**config.mk**
```make
export PLATFORM = sky130hd
export DESIGN_NAME = hazard_ctrl
export DESIGN_NICKNAME = d
export VERILOG_FILES = /design/src/rtl/riscv_pipe_pkg.sv /design/src/rtl/hazard_fwd_sel.sv /design/src/rtl/hazard_ctrl.sv
export SDC_FILE = /design/constraint.sdc
export NUM_CORES = 1
export LEC_CHECK = 0
export ABC_AREA = 1
export BUFFER_PORTS_ARGS = -buffer_cell sky130_fd_sc_hd__buf_2
export CORE_ASPECT_RATIO = 0.75
export CORE_MARGIN = 1
export CORE_UTILIZATION = 50
export DETAILED_ROUTE_END_ITERATION = 8
export GPL_TIMING_DRIVEN = 0
export PLACE_DENSITY = 0.83
export SLEW_MARGIN = 15
export SYNTH_ARGS = -nofsm -noshare
export SYNTH_HDL_FRONTEND = slang
export SYNTH_SLANG_ARGS = --single-unit
```
**constraint.sdc**
```tcl
create_clock -name clk -period 2.7 [get_ports clk]
set_input_delay 0.405 -clock clk [delete_from_list [all_inputs] [get_ports clk]]
set_output_delay 0.405 -clock clk [all_outputs]
set_load 0.02 [all_outputs]
```
**src/rtl/riscv_pipe_pkg.sv**
```systemverilog
// Shared pipeline definitions: hazard FSM states, forward-select codes
// and the in-flight destination shadow entry.
package riscv_pipe_pkg;

    typedef enum logic [0:0] {
        ST_RUN   = 1'b0,
        ST_FLUSH = 1'b1
    } hz_state_e;

    localparam logic [1:0] FWD_RF  = 2'd0;
    localparam logic [1:0] FWD_EX  = 2'd1;
    localparam logic [1:0] FWD_MEM = 2'd2;
    localparam logic [1:0] FWD_WB  = 2'd3;

    typedef struct packed {
        logic       vld;
        logic [4:0] rd;
        logic       ld;
    } shadow_t;

    // An entry supplies a source only when it is live and not x0.
    function automatic logic entry_match(input shadow_t e, input logic [4:0] src);
        return e.vld && (e.rd != 5'd0) && (e.rd == src);
    endfunction

endpackage

```
**src/rtl/hazard_fwd_sel.sv**
```systemverilog
// Forward-select for one decode source: the youngest in-flight writer wins.
module hazard_fwd_sel
    import riscv_pipe_pkg::*;
(
    input  logic [4:0] src_i,
    input  logic       used_i,
    input  shadow_t    ex_i,
    input  shadow_t    mem_i,
    input  shadow_t    wb_i,
    output logic [1:0] sel_o
);

    // Priority match EX > MEM > WB; unused sources read the register file.
    always_comb begin
        sel_o = FWD_RF;
        if (!used_i) begin
            sel_o = FWD_RF;
        end else if (entry_match(ex_i, src_i)) begin
            sel_o = FWD_EX;
        end else if (entry_match(mem_i, src_i)) begin
            sel_o = FWD_MEM;
        end else if (entry_match(wb_i, src_i)) begin
            sel_o = FWD_WB;
        end else begin
            sel_o = FWD_RF;
        end
    end

endmodule

```
**src/rtl/hazard_ctrl.sv**
```systemverilog
// Decode-stage hazard controller: load-use stalls, taken-branch squash,
// memory freeze, operand forwarding selects and performance counters.
module hazard_ctrl
    import riscv_pipe_pkg::*;
#(
    parameter int unsigned FLUSH_CYCLES = 1,
    parameter int unsigned CNT_W        = 32
) (
    input  logic             clk,
    input  logic             rst_n,
    input  logic             instr_valid_dec_i,
    input  logic [4:0]       rs1_dec_i,
    input  logic [4:0]       rs2_dec_i,
    input  logic [4:0]       rd_dec_i,
    input  logic             uses_rs1_dec_i,
    input  logic             uses_rs2_dec_i,
    input  logic             writes_rd_dec_i,
    input  logic             is_load_dec_i,
    input  logic             branch_taken_ex_i,
    input  logic             mem_busy_i,
    output logic             stall_if_o,
    output logic             stall_dec_o,
    output logic             flush_dec_o,
    output logic             issue_dec_o,
    output logic [1:0]       fwd_rs1_sel_o,
    output logic [1:0]       fwd_rs2_sel_o,
    output logic [CNT_W-1:0] stall_cnt_o,
    output logic [CNT_W-1:0] flush_cnt_o
);

    localparam logic [2:0]       FCNT_LOAD  = 3'(FLUSH_CYCLES - 1);
    localparam bit               MULTI_SQ   = (FLUSH_CYCLES > 1);
    localparam logic [CNT_W-1:0] CNT_ONE    = {{(CNT_W-1){1'b0}}, 1'b1};
    localparam logic [CNT_W-1:0] CNT_MAX    = {CNT_W{1'b1}};

    hz_state_e        state_q, state_d;
    logic [2:0]       fcnt_q, fcnt_d;
    shadow_t          ex_q, ex_d, mem_q, mem_d, wb_q, wb_d;
    logic [CNT_W-1:0] stall_cnt_q, stall_cnt_d, flush_cnt_q, flush_cnt_d;

    logic [1:0] sel1_s, sel2_s;
    logic       load_use_s, squash_s;
    logic       stall_s, flush_s, issue_s;

    hazard_fwd_sel u_fwd_rs1 (
        .src_i  (rs1_dec_i),
        .used_i (uses_rs1_dec_i),
        .ex_i   (ex_q),
        .mem_i  (mem_q),
        .wb_i   (wb_q),
        .sel_o  (sel1_s)
    );

    hazard_fwd_sel u_fwd_rs2 (
        .src_i  (rs2_dec_i),
        .used_i (uses_rs2_dec_i),
        .ex_i   (ex_q),
        .mem_i  (mem_q),
        .wb_i   (wb_q),
        .sel_o  (sel2_s)
    );

    // Control priority (freeze > squash > load-use > issue) and next-state logic.
    always_comb begin
        state_d     = state_q;
        fcnt_d      = fcnt_q;
        ex_d        = ex_q;
        mem_d       = mem_q;
        wb_d        = wb_q;
        stall_cnt_d = stall_cnt_q;
        flush_cnt_d = flush_cnt_q;
        stall_s     = 1'b0;
        flush_s     = 1'b0;
        issue_s     = 1'b0;

        // A load in EX can only feed a source that the EX forward path matched.
        load_use_s = instr_valid_dec_i && ex_q.ld &&
                     ((sel1_s == FWD_EX) || (sel2_s == FWD_EX));
        squash_s   = (state_q == ST_FLUSH) || branch_taken_ex_i;

        if (mem_busy_i) begin
            stall_s = 1'b1;
        end else if (squash_s) begin
            flush_s = 1'b1;
        end else if (load_use_s) begin
            stall_s = 1'b1;
        end else begin
            issue_s = instr_valid_dec_i;
        end

        if (!mem_busy_i) begin
            wb_d     = mem_q;
            mem_d    = ex_q;
            ex_d.vld = issue_s && writes_rd_dec_i;
            ex_d.rd  = rd_dec_i;
            ex_d.ld  = is_load_dec_i;

            if (flush_s && (flush_cnt_q != CNT_MAX)) begin
                flush_cnt_d = flush_cnt_q + CNT_ONE;
            end else begin
                flush_cnt_d = flush_cnt_q;
            end
            if (stall_s && (stall_cnt_q != CNT_MAX)) begin
                stall_cnt_d = stall_cnt_q + CNT_ONE;
            end else begin
                stall_cnt_d = stall_cnt_q;
            end

            case (state_q)
                ST_RUN: begin
                    if (branch_taken_ex_i && MULTI_SQ) begin
                        state_d = ST_FLUSH;
                        fcnt_d  = FCNT_LOAD;
                    end else begin
                        state_d = ST_RUN;
                    end
                end
                ST_FLUSH: begin
                    fcnt_d = fcnt_q - 3'd1;
                    if (fcnt_q == 3'd1) begin
                        state_d = ST_RUN;
                    end else begin
                        state_d = ST_FLUSH;
                    end
                end
                default: begin
                    state_d = ST_RUN;
                    fcnt_d  = 3'd0;
                end
            endcase
        end else begin
            state_d = state_q;
        end
    end

    // Drive outputs; everything reads as idle while reset is asserted.
    always_comb begin
        if (!rst_n) begin
            stall_if_o    = 1'b0;
            stall_dec_o   = 1'b0;
            flush_dec_o   = 1'b0;
            issue_dec_o   = 1'b0;
            fwd_rs1_sel_o = FWD_RF;
            fwd_rs2_sel_o = FWD_RF;
        end else begin
            stall_if_o    = stall_s;
            stall_dec_o   = stall_s;
            flush_dec_o   = flush_s;
            issue_dec_o   = issue_s;
            fwd_rs1_sel_o = sel1_s;
            fwd_rs2_sel_o = sel2_s;
        end
    end

    assign stall_cnt_o = stall_cnt_q;
    assign flush_cnt_o = flush_cnt_q;

    // State, shadow and counter registers.
    always_ff @(posedge clk or negedge rst_n) begin
        if (!rst_n) begin
            state_q     <= ST_RUN;
            fcnt_q      <= 3'd0;
            ex_q        <= '{vld: 1'b0, rd: 5'd0, ld: 1'b0};
            mem_q       <= '{vld: 1'b0, rd: 5'd0, ld: 1'b0};
            wb_q        <= '{vld: 1'b0, rd: 5'd0, ld: 1'b0};
            stall_cnt_q <= {CNT_W{1'b0}};
            flush_cnt_q <= {CNT_W{1'b0}};
        end else begin
            state_q     <= state_d;
            fcnt_q      <= fcnt_d;
            ex_q        <= ex_d;
            mem_q       <= mem_d;
            wb_q        <= wb_d;
            stall_cnt_q <= stall_cnt_d;
            flush_cnt_q <= flush_cnt_d;
        end
    end

endmodule

```
# Yosys cells after proc, flatten, opt, wreduce, memory -nomap -nowiden
# Cells that the tools add are included.
dict set report classes {
  add_sub_neg 3
  n_mul 0
  n_div 0
  magnitude_cmp 0
  n_eq_ne 11
  shift 0
  n_mux 23
  n_bitwise 2
  n_reduce_logical 22
}
# op n
set op_table {}
lappend op_table {{$add A32 B1 Y32 const B} 2}
lappend op_table {{$ne A32 B32 Y1 const B} 2}
lappend op_table {{$eq A5 B5 Y1} 6}
lappend op_table {{$mux W2} 10}
lappend op_table {{$reduce_bool A5 Y1} 3}
lappend op_table {{$logic_and A1 B1 Y1} 14}
lappend op_table {{$mux W1} 12}
lappend op_table {{$reduce_and A2 Y1} 3}
lappend op_table {{$eq A2 B1 Y1 const B} 2}
lappend op_table {{$eq A3 B1 Y1 const B} 1}
lappend op_table {{$sub A3 B1 Y3 const B} 1}
lappend op_table {{$logic_or A1 B1 Y1} 2}
lappend op_table {{$not A1 Y1} 2}
lappend op_table {{$pmux W1 S2} 1}
dict set report word_totals {
  reg_bits 87
  latch_bits 0
  mem_bits_rw 0
  romBits 0
  inputBits 24
  word_cells 72
  n_memories 0
}

# Longest topological paths before layout
dict set report depth {
  word_depth 15
  ltp_mapped 13
  ltp_nobuf 12
}

# Modules after synthesis
# From an unflattened synthesis, not the netlist that was laid out.
dict set report hier_totals {
  hier_cells 958
  hier_area_um2 6112.1
}
# module n_inst cells_per_inst area_each_um2
set modules_own_cells {}
lappend modules_own_cells {hazard_ctrl 1 798 5426.5}
lappend modules_own_cells {hazard_fwd_sel 2 80 342.8}

# Worst setup path before layout
# No wires, ideal clock.
dict set report synth_timing {
  kind {flip-flop to output port}
  start {register ex_q[1] in the netlist's numbering}
  end {output stall_if_o}
  arrival_time_ps 1692
  required_ps 2295
  path_slack_ps 603
  path_stages_with_launch 11
  n_path_buf 1
  cell_sequence {dfrtp_1 xnor2_1 nand2_1 nor2_1 nand4_1 nand2_1 nand2_1 nor2_4 nor2_1 nor2_1 buf_4}
}
dict set report synth_via {
  elab_chain_len 12
  elab_cells_between_ends 18
  classes_between {eq/ne (4); mux (8); reduce/logical (6)}
}
# item line
set synth_rtl {}
lappend synth_rtl {{start, declared} hazard_ctrl.sv:38} ;# shadow_t ex_q, ex_d, mem_q, mem_d, wb_q, wb_d;
lappend synth_rtl {{start signal, assigned} hazard_ctrl.sv:163} ;# ex_q <= '{vld: 1'b0, rd: 5'd0, ld: 1'b0};
lappend synth_rtl {{$reduce_bool A5 Y1} riscv_pipe_pkg.sv:23} ;# return e.vld && (e.rd != 5'd0) && (e.rd == src);
lappend synth_rtl {{$logic_and A1 B1 Y1 (2 in series)} riscv_pipe_pkg.sv:23}
lappend synth_rtl {{$mux W2} hazard_fwd_sel.sv:18} ;# end else if (entry_match(ex_i, src_i)) begin
lappend synth_rtl {{$mux W2} hazard_fwd_sel.sv:16} ;# if (!used_i) begin
lappend synth_rtl {{$eq A2 B1 Y1} hazard_ctrl.sv:78} ;# ((sel1_s == FWD_EX) || (sel2_s == FWD_EX));
lappend synth_rtl {{$logic_or A1 B1 Y1 (*)} hazard_ctrl.sv:78}
lappend synth_rtl {{$logic_and A1 B1 Y1 (*)} hazard_ctrl.sv:77} ;# load_use_s = instr_valid_dec_i && ex_q.ld &&
lappend synth_rtl {{$mux W1 (*)} hazard_ctrl.sv:85} ;# end else if (load_use_s) begin
lappend synth_rtl {{$mux W1 (*)} hazard_ctrl.sv:83} ;# end else if (squash_s) begin
lappend synth_rtl {{$mux W1 (*)} hazard_ctrl.sv:81} ;# if (mem_busy_i) begin
lappend synth_rtl {{$mux W1 (*)} --}
lappend synth_rtl {{end, declared} hazard_ctrl.sv:21} ;# output logic stall_if_o,
# Every way passes the cells marked *; elsewhere a longest branch is shown, timed or not.

# Worst setup path after layout
dict set report layout_timing {
  start {register ex_q[1] in the netlist's numbering}
  end {output stall_if_o}
}
dict set report layout_via {
  elab_chain_len 12
  elab_cells_between_ends 18
  classes_between {eq/ne (4); mux (8); reduce/logical (6)}
}
# item line
set layout_rtl {}
lappend layout_rtl {{$reduce_bool A5 Y1} riscv_pipe_pkg.sv:23}
lappend layout_rtl {{$logic_and A1 B1 Y1 (2 in series)} riscv_pipe_pkg.sv:23}
lappend layout_rtl {{$mux W2} hazard_fwd_sel.sv:18}
lappend layout_rtl {{$mux W2} hazard_fwd_sel.sv:16}
lappend layout_rtl {{$eq A2 B1 Y1} hazard_ctrl.sv:78}
lappend layout_rtl {{$logic_or A1 B1 Y1 (*)} hazard_ctrl.sv:78}
lappend layout_rtl {{$logic_and A1 B1 Y1 (*)} hazard_ctrl.sv:77}
lappend layout_rtl {{$mux W1 (*)} hazard_ctrl.sv:85}
lappend layout_rtl {{$mux W1 (*)} hazard_ctrl.sv:83}
lappend layout_rtl {{$mux W1 (*)} hazard_ctrl.sv:81}
lappend layout_rtl {{$mux W1 (*)} hazard_ctrl.sv:138} ;# if (!rst_n) begin
# Marked as above.

==> flow_metrics.env <==
export IMPL_vias=4980
export IMPL_startpoint_type="register"
export IMPL_die_w_um=120.7
export IMPL_dp_hpwl_mm=10.24
export IMPL_multi_input_area_um2=2774
export IMPL_hold_buffers=0
export IMPL_clockBufferDepth=2
export IMPL_htree_levels=3
export IMPL_synth_nets=719
export IMPL_grt_overflow_total=0
export IMPL_synth_cells=691
export IMPL_p_sw_uw=881.3
export IMPL_hold_viol_final=0
export IMPL_ys_seq_area_share_pct=41.18
export IMPL_row_count=32
export IMPL_viasPerCell=5.304
export IMPL_synth_ff_type="dfrtp_1"
export IMPL_vdd_drop_max_mv=0.4661
export IMPL_maxCapViolations=0
export IMPL_p_seq_share_pct=45.1
export IMPL_syn_area_um2=5286
export IMPL_syn_avg_cell_area_um2=7.650
export IMPL_endpoint_kind="primary output"
export IMPL_grt_pass1_vias=4642
export IMPL_slew_violations=0
export IMPL_final_cell_mix="nand2_1, buf_2, dfrtp_1"
export IMPL_clock_skew_ps=5.851
export IMPL_rr_startpoint="flush_cnt_o[1]"
export IMPL_cp_data_required_time_ps=2300
export IMPL_netSwitchingFraction_pct=26.80
export IMPL_period_minus_slack_ps=2461
export IMPL_path_clk_slew_ps=60
export IMPL_die_h_um=91.05
export IMPL_cts_sinks=87
export IMPL_core_area_um2=10290
export IMPL_startpoint="ex_q[1]"
export IMPL_area_growth_pct=19.20
export IMPL_tightest_slew_ps=480.3
export IMPL_tns_ps=0
export IMPL_cpMostUsedCell="nand2_1"
export IMPL_p_clk_share_pct=42.1
export IMPL_ys_warn_count=0
export IMPL_p_leak_nw=3.225
export IMPL_path_class="reg2out"
export IMPL_crit_buf_inv=2
export IMPL_setup_viol=0
export IMPL_track_usage_pct=26.27
export IMPL_period_share_pct=91.16
export IMPL_power_density_nw_per_um2=521.8
export IMPL_synth_enable_flop_cells=0
export IMPL_antenna_left=0
export IMPL_io_buffers=94
export IMPL_relSlewSlack_pct=67.73
export IMPL_dr_first_iter_drc_count=435
export IMPL_place_congestion=1.040
export IMPL_final_common_cell="nand2_1"
export IMPL_num_antenna_cells=0
export IMPL_die_area_um2=10990
export IMPL_nets=826
export IMPL_drc_errors=0
export IMPL_critPathTopFamily="simple AND/OR/NAND/NOR gates"
export IMPL_grt_start_max_net_pins=61
export IMPL_rsz0062_at_grt="false"
export IMPL_antenna_found_initial=0
export IMPL_combPwrFrac_pct=12.8
export IMPL_slowest_delay_ps=430
export IMPL_cp_arrival_ps=2060
export IMPL_drive_above_1_share_pct=16.94
export IMPL_synthArstFlopShare_pct=100.0
export IMPL_wl_mm=13.47
export IMPL_fill_cells=942
export IMPL_status="finished clean"
export IMPL_numCtsBuffers=9
export IMPL_clock_latency_ps=340
export IMPL_ys_ff_latch=87
export IMPL_clockRootBuffer="clkbuf_16"
export IMPL_tritoncts="done"
export IMPL_seqCellArea_um2=2177
export IMPL_io_pins=96
export IMPL_critPathMaxFanout=4
export IMPL_ys_types=30
export IMPL_grt_pass1_wl_mm=22.65
export IMPL_hp_class="in2async"
export IMPL_initial_utilization_pct=51.37
export IMPL_wl_per_cell_um=14.35
export IMPL_internal_power_mw=2.407
export IMPL_fmax_mhz=406.3
export IMPL_path_cells="xnor2_1 > nand2_1 > nor2_1 > nand4_1 > nand2_1 > nand2_1 > nor2_4 > nor2_1 > nor2_2 > buf_4 > buf_2"
export IMPL_dr_pass1_iters=5
export IMPL_power_mw=3.288
export IMPL_cp_slowest_cell="dfrtp_1"
[path summary, 6_finish.rpt]
| kind | cells past startpoint | slack, ps | end |
|---|---|---|---|
| max | 11 | 240 | stall_if_o |
| min | 1 | 6 | stall_cnt_o[15] |
| max reg2reg | 10 | 710 | flush_cnt_o[26] |
| min reg2reg | 2 | 490 | fcnt_q[1] |
| max in group asynchronous | 2 | 2070 | stall_cnt_o[1] |
| min in group clk | 3 | 260 | ex_q[0] |
[through the flow]
stage,instance area (um2),hold WS (ps),worst slack (ps),instances,utilization [%]
floorplan,5286,109.4,603.2,691,-
global placement,5927,473.7,-506.4,921,57.60
detailed placement,5957,377.8,346.7,922,57.89
CTS,6291,14.68,68.79,938,61.14
global route,6301,33.62,56.10,939,61.24
finish,6301,5.977,238.8,939,61.24
[worst reg2reg max path, delay by kind of cell, from the launching register on]
kind,cells,cell delay (ps)
adders and majority gates,1,180
buffers and inverters,2,180
xor gates and xnor gates,1,150
and+or+nand+nor,6,1000
DFF,1,390
[cell type report]
cell class / instances / area share (%)
multi-input cells: 525 / 44.02
flip-flops and latches: 87 / 34.55
repair buffers: 96 / 8.062
clock buffers: 12 / 4.071
inverters: 59 / 3.515
well taps: 136 / 2.701
plain buffers: 20 / 1.847
clock inverters: 4 / 1.231
[cell families after synthesis]
kind of cell | count (synthesis) | synth area share [%]
flops | 87 | 41.18
fa+ha+maj | 4 | 0.9468
buf+inv | 79 | 6.390
simple gates | 406 | 34.34
compound gates | 28 | 2.722
xor+xnor | 87 | 14.41
[state kept, by name, summed over array words and instances (netlist names)]
register	cells
mem_q	6
fcnt_q	3
state_q	1
ex_q	7
flush_cnt_o	32
stall_cnt_o	32
wb_q	6
[timing repair]
item,4_1_cts,5_1_grt
resized for setup,0,1
hold endpoints to repair,0,0
setup endpoints to repair,0,2
buffers inserted,0,1
[synth_stat cells, types with 2 or more instances]
cell | instances | share of area (%)
buf_2 | 6 | 0.57
nand2_2 | 2 | 0.24
nand4_1 | 52 | 6.2
clkbuf_1 | 9 | 0.64
nand2_1 | 216 | 15
a21oi_1 | 4 | 0.38
nor3_1 | 30 | 2.8
nand3_1 | 26 | 2.5
inv_2 | 4 | 0.28
ha_1 | 4 | 0.95
or2_2 | 2 | 0.24
nand3b_1 | 4 | 0.57
buf_6 | 2 | 0.43
dfrtp_1 | 87 | 41
nor2_1 | 65 | 4.6
buf_4 | 2 | 0.28
o21ai_0 | 23 | 2.2
nor4_1 | 2 | 0.24
xor2_1 | 56 | 9.3
inv_1 | 54 | 3.8
nor3b_1 | 2 | 0.28
xnor2_1 | 31 | 5.1
[power by group through the flow]
stage	registers, mW	logic [mW]	clock network (mW)
after global placement	1.50	0.404	0
final	1.48	0.421	1.38
after global routing	1.50	0.473	1.46
after floorplan	1.55	0.206	0
after detailed placement	1.51	0.424	0
after CTS	1.48	0.424	1.40
[layer usage]
layer / global-route usage, % / up-vias / wire length [um]
met5: 0 / - / 0
met4: 7.099 / 0 / 133
met3: 5.779 / 13 / 1071
met2: 38.98 / 203 / 5838
met1: 38.49 / 2318 / 6428
li1: - / 2446 / -
Power figures use the tool's default switching activity.
